`config.mk`:
```
export PLATFORM = sky130hd
export DESIGN_NAME = ex3_serial_rx_flat
export DESIGN_NICKNAME = d
export VERILOG_FILES = /design/src/rtl/ex3_serial_rx_if.sv /design/src/rtl/ex3_serial_rx.sv /design/src/flat_wrapper.sv
export SDC_FILE = /design/constraint.sdc
export NUM_CORES = 1
export LEC_CHECK = 0
export ABC_AREA = 1
export BUFFER_PORTS_ARGS = -buffer_cell sky130_fd_sc_hd__buf_2
export CAP_MARGIN = 20
export CELL_PAD_IN_SITES_DETAIL_PLACEMENT = 1
export CELL_PAD_IN_SITES_GLOBAL_PLACEMENT = 2
export CORE_MARGIN = 3
export CORE_UTILIZATION = 33
export CTS_BUF_LIST = sky130_fd_sc_hd__clkbuf_16
export CTS_CLUSTER_DIAMETER = 30
export DETAILED_ROUTE_END_ITERATION = 10
export PLACE_DENSITY = 0.76
export SETUP_SLACK_MARGIN = 0.15
export SYNTH_ARGS = -nofsm -noshare
export SYNTH_HDL_FRONTEND = slang
export SYNTH_SLANG_ARGS = --single-unit
```
`constraint.sdc`:
```
create_clock -name clk -period 3.14 [get_ports clk]
set_clock_uncertainty 0.15 [all_clocks]
set_input_delay 0.942 -clock clk [delete_from_list [all_inputs] [get_ports clk]]
set_output_delay 0.942 -clock clk [all_outputs]
set_load 0.005 [all_outputs]
```
`src/rtl/ex3_serial_rx_if.sv`:
```
// Parallel Excess-3 digit handshake between the serial receiver (master)
// and the downstream converter (slave).
interface ex3_serial_rx_if;
    logic [3:0] E;
    logic       e_valid;
    logic       e_ready;
    logic       e_last;
    logic       e_err;

    modport master (output E, output e_valid, output e_last, output e_err, input e_ready);
    modport slave  (input E, input e_valid, input e_last, input e_err, output e_ready);
endinterface

```
`src/rtl/ex3_serial_rx.sv`:
```
// Bit-serial Excess-3 frame receiver: MSB-first nibbles in, one-deep handshaked digit register out.
// Optional illegal-code tagging is built when EX3_CODE_CHECK_EN is defined.
module ex3_serial_rx #(
    parameter int DIGITS = 4
) (
    input  logic            clk,
    input  logic            rst_n,
    input  logic            sdi,
    input  logic            sfr,
    ex3_serial_rx_if.master e_if,
    output logic            ovr,
    output logic            busy
);
    localparam int DC_W = (DIGITS > 1) ? $clog2(DIGITS) : 1;

    typedef enum logic {IDLE, SHIFT} state_t;

    state_t          state;
    logic [1:0]      bc;
    logic [DC_W-1:0] dc;
    logic [2:0]      hist;

    logic [3:0] digit_c;
    logic       done_c;
    logic       last_c;
    logic       take_c;
    logic       err_c;

    // The last three serial bits always sit in hist, so the nibble completing
    // on bc==3 is simply those bits followed by the current sdi.
    always_ff @(posedge clk) begin
        hist <= {hist[1:0], sdi};
    end

    assign digit_c = {hist, sdi};
    assign done_c  = (state == SHIFT) && !sfr && (bc == 2'd3);
    assign last_c  = (dc == DC_W'(DIGITS - 1));
    assign take_c  = done_c && (!e_if.e_valid || e_if.e_ready);

`ifdef EX3_CODE_CHECK_EN
    function automatic logic code_illegal(input logic [3:0] c);
        return (c < 4'd3) || (c > 4'd12);
    endfunction

    assign err_c = code_illegal(digit_c);
`else
    assign err_c = 1'b0;
`endif

    always_ff @(posedge clk or negedge rst_n) begin
        if (!rst_n) begin
            state        <= IDLE;
            bc           <= 2'd0;
            dc           <= '0;
            busy         <= 1'b0;
            ovr          <= 1'b0;
            e_if.E       <= 4'd0;
            e_if.e_valid <= 1'b0;
            e_if.e_last  <= 1'b0;
            e_if.e_err   <= 1'b0;
        end else begin
            ovr <= done_c && !take_c;

            if (take_c) begin
                e_if.E       <= digit_c;
                e_if.e_valid <= 1'b1;
                e_if.e_last  <= last_c;
                e_if.e_err   <= err_c;
            end else if (e_if.e_valid && e_if.e_ready) begin
                e_if.e_valid <= 1'b0;
            end

            // sfr wins in both states: a resync drops any partial or final digit.
            if (sfr) begin
                state <= SHIFT;
                busy  <= 1'b1;
                bc    <= 2'd1;
                dc    <= '0;
            end else if (state == SHIFT) begin
                bc <= bc + 2'd1;
                if (bc == 2'd3) begin
                    if (last_c) begin
                        state <= IDLE;
                        busy  <= 1'b0;
                        dc    <= '0;
                    end else begin
                        dc <= dc + DC_W'(1);
                    end
                end
            end
        end
    end
endmodule

```
`src/flat_wrapper.sv`:
```
// flat-port wrapper written by rule: the top's interface ports become plain ports
module ex3_serial_rx_flat 
#(
    parameter int DIGITS = 4
)
  (clk, rst_n, sdi, sfr, ovr, busy, e_if_E, e_if_e_valid, e_if_e_last, e_if_e_err, e_if_e_ready);
  ex3_serial_rx_if e_if_i ();
  input  logic clk;
  input  logic rst_n;
  input  logic sdi;
  input  logic sfr;
  output logic ovr;
  output logic busy;
  output wire logic [$bits(e_if_i.E)-1:0] e_if_E;
  output wire logic [$bits(e_if_i.e_valid)-1:0] e_if_e_valid;
  output wire logic [$bits(e_if_i.e_last)-1:0] e_if_e_last;
  output wire logic [$bits(e_if_i.e_err)-1:0] e_if_e_err;
  input wire logic [$bits(e_if_i.e_ready)-1:0] e_if_e_ready;
  assign e_if_E = e_if_i.E;
  assign e_if_e_valid = e_if_i.e_valid;
  assign e_if_e_last = e_if_i.e_last;
  assign e_if_e_err = e_if_i.e_err;
  assign e_if_i.e_ready = e_if_e_ready;
  ex3_serial_rx #(.DIGITS(DIGITS)) u_core (.clk(clk), .rst_n(rst_n), .sdi(sdi), .sfr(sfr), .e_if(e_if_i), .ovr(ovr), .busy(busy));
endmodule
```
==> summary.md <==
| Metric | Value |
|---|---|
| Fillers | 210 |
| Num CTS Buffers | 3 |
| Crit path required time | 2.05 ns |
| Clk sink count | 16 |
| Postcts setup bufs | 0 |
| Per-cell routed wire length | 11.50 um |
| RD Place Congestion | 0.6939 |
| Tot Pwr | 562.0 uW |
| Leak Pwr | 0.4212 nW |
| Final setup TNS | 0 ns |
| Latest clock arrival within the worst-skew pair | 0.24 ns |
| Port Buffers | 12 |
| Root buf cell | clkbuf_16 |
| Fin nets | 84 |
| Antenna violations before repair | 0 |
| CTS clk-pin slew, worst paths | 0.05 ns |
| Initial DRC count | 9 |
| Worst path top cell family by delay | flip-flops |
| Die Ht | 49.72 um |
| Setup violators final | 0 |
| Fin Hold WS | 0.2004 ns |
| Critical path's slowest cell | dfrtp_1 |
| PwrDens | 708.5 nW/um2 |
| Max_cap viols | 0 |
| Hold Path End | u_core.hist[2] |
| Pin count of the biggest net entering global routing | 14 |
| RSZ-0062 raised after global routing | false |
| Hold path startpoint | u_core.hist[1] |
| Antenna diodes | 0 |
| Max Fclk | 541.3 MHz |
| DRT met1 WL | 558 um |
| Synthesized area per cell | 10.34 um2 |
| Final min period | 1.848 ns |
| Layout area overhead | 25.79% |
| Worst Path Max Fanout | 2 |
| Max clock buf depth | 2 |
| Tot GR Track Use | 0.1221 |
| Final Util | 0.4496 |
| Critical path buffers and inverters | 1 |
| FP Rows | 15 |
| Ports | 14 |
| Synth Warn # | 0 |
| Critical path startpoint category | flip-flop |
| Distinct cells, synth | 17 |
| Hold depth | 0 |
| Layout cells sized above 1 | 0.2763 |
| Tcrit/Tclk final | 0.5884 |
| Syn_nets | 68 |
| Mapped Cells | 61 |
| Routed vias | 446 |
| Crit path DAT | 0.76 ns |
| Hold Violations, Final | 0 |
| Core Footprint | 1764 um2 |
| Top routing layer in use | met4 |
| Cells on worst reg2reg path | 6 |
| CP Cell Sequence | buf_2 |
| Cts repair resizes | 0 |
| Status | completed |
| Syn Std Cell Area | 630.6 um2 |
| CP Class | flip-flop to primary output |
| DRC violations left | 0 |
| R2r setup slk | 1.83 ns |
| Maximum VDD drop | 0.3085 mV |
| DRT Pass-1 Iters | 4 |
| Hold-fix buffers, CTS | 0 |
| First-pass GRT wire length | 2.201 mm |
| Wire length on met3 | 61 um |
| H-tree depth | 1 |
| HPWL after DPL | 887.1 um |
| Hold crit path type | flip-flop to flip-flop |
| Pins Over Slew Limit | 0 |
| Antenna viol nets, final | 0 |
| Vias in the first global route | 483 |
| Die Wd | 49.72 um |
| Seq/Total Area, Yosys | 0.6111 |
| Most frequent cells in the layout | 20 x nand2_1, 13 x dfrtp_1, 12 x buf_2 |
| CP endpoint kind | primary output |
| R2r endpoint | u_core.e_if.E[3] |
| #FFs+latches synth | 16 |
| Die ar. | 2472 um2 |
| Routed met2 length | 506 um |
| Routed vias/inst | 4.416 |
| Initial Util | 0.3574 |
| RR Startpoint | u_core.bc[0] |
| CP peak stage delay | 0.38 ns |
| Grt total ovfl | 0 |
| DRT Wirelength | 1.161 mm |
| CTS tree | built |
| Commonest non-fill, non-tap cell in the layout | nand2_1 |
==> logic make-up (layout without fill, tap and decap cells) <==
group                      count (synthesis)  in the layout  synth area share
buffers and inverters                      4             19           0.02977
and+or+nand+nor                           36             36            0.2897
adders and majority gates                  2              2           0.03968
AOI/OAI and AO/OA                          1              1          0.009927
xor gates and xnor gates                   1              1           0.01389
other                                      1              1          0.005947
DFF                                       16             16            0.6111
==> power breakdown <==
| group | internal (mW) | switching [mW] |
|---|---|---|
| Clock | 0.168 | 0.0733 |
| Sequential | 0.233 | 0.0148 |
| Combinational | 0.0310 | 0.0414 |
==> per-stage QoR <==
stage / area (um2) / std cells / setup slack, ns
6_report: 793.3 / 101 / 1.292
5_1_grt: 793.3 / 101 / 1.267
4_1_cts: 793.3 / 101 / 1.286
3_5_place_dp: 714.4 / 97 / 1.379
3_3_place_gp: 714.4 / 97 / 1.392
2_1_floorplan: 630.6 / 61 / 1.627
==> per-layer routing <==
metal	track usage	vias to the layer above
met5	0	-
met4	0.09677	0
met3	0.03927	4
met2	0.1850	12
met1	0.1404	206
li1	-	224
==> Yosys cell counts, drive strengths merged <==
master | instances | area (um2)
or2 | 1 | 6.260
a31oi | 1 | 6.260
dfxtp | 3 | 60.06
xnor2 | 1 | 8.760
nand2 | 23 | 103.9
conb | 1 | 3.750
ha | 2 | 25.02
buf | 1 | 7.510
nor3 | 1 | 5.000
nor2 | 3 | 27.53
inv | 3 | 11.26
dfrtp | 13 | 325.3
nand3 | 8 | 40.04
==> how the worst max path moves through the flow <==
| stage | cells after the start | end | slack [ns] | startpoint |
|---|---|---|---|---|
| final | 1 | e_if_E[0] | 1.29 | u_core.e_if.E[0] |
| after global routing | 1 | e_if_E[3] | 1.27 | u_core.e_if.E[3] |
| after CTS | 1 | e_if_e_last | 1.29 | u_core.e_if.e_last |
| after detailed placement | 5 | u_core.e_if.E[3] | 1.38 | sfr |
| after global placement | 5 | u_core.e_if.E[1] | 1.39 | sfr |
| after floorplan | 5 | u_core.e_if.E[0] | 1.63 | e_if_e_ready |
==> sequential cells by signal (all words and copies together), names as in the netlist <==
signal               cells
u_core.busy              1
u_core.e_if.E            4
u_core.ovr               1
u_core.dc                2
u_core.state             1
u_core.e_if.e_last       1
u_core.bc                2
u_core.e_if.e_valid      1
u_core.hist              3
==> final cells by class <==
class	instances	area, um2	share of cell area
inverters	3	11.26	0.01420
clock inverters	1	3.754	0.004732
repair buffers	12	60.06	0.07571
well taps	25	31.28	0.03943
multi-input cells	41	226.5	0.2855
clock buffers	3	75.07	0.09464
flip-flops and latches	16	385.4	0.4858
Power figures use the tool's default switching activity.
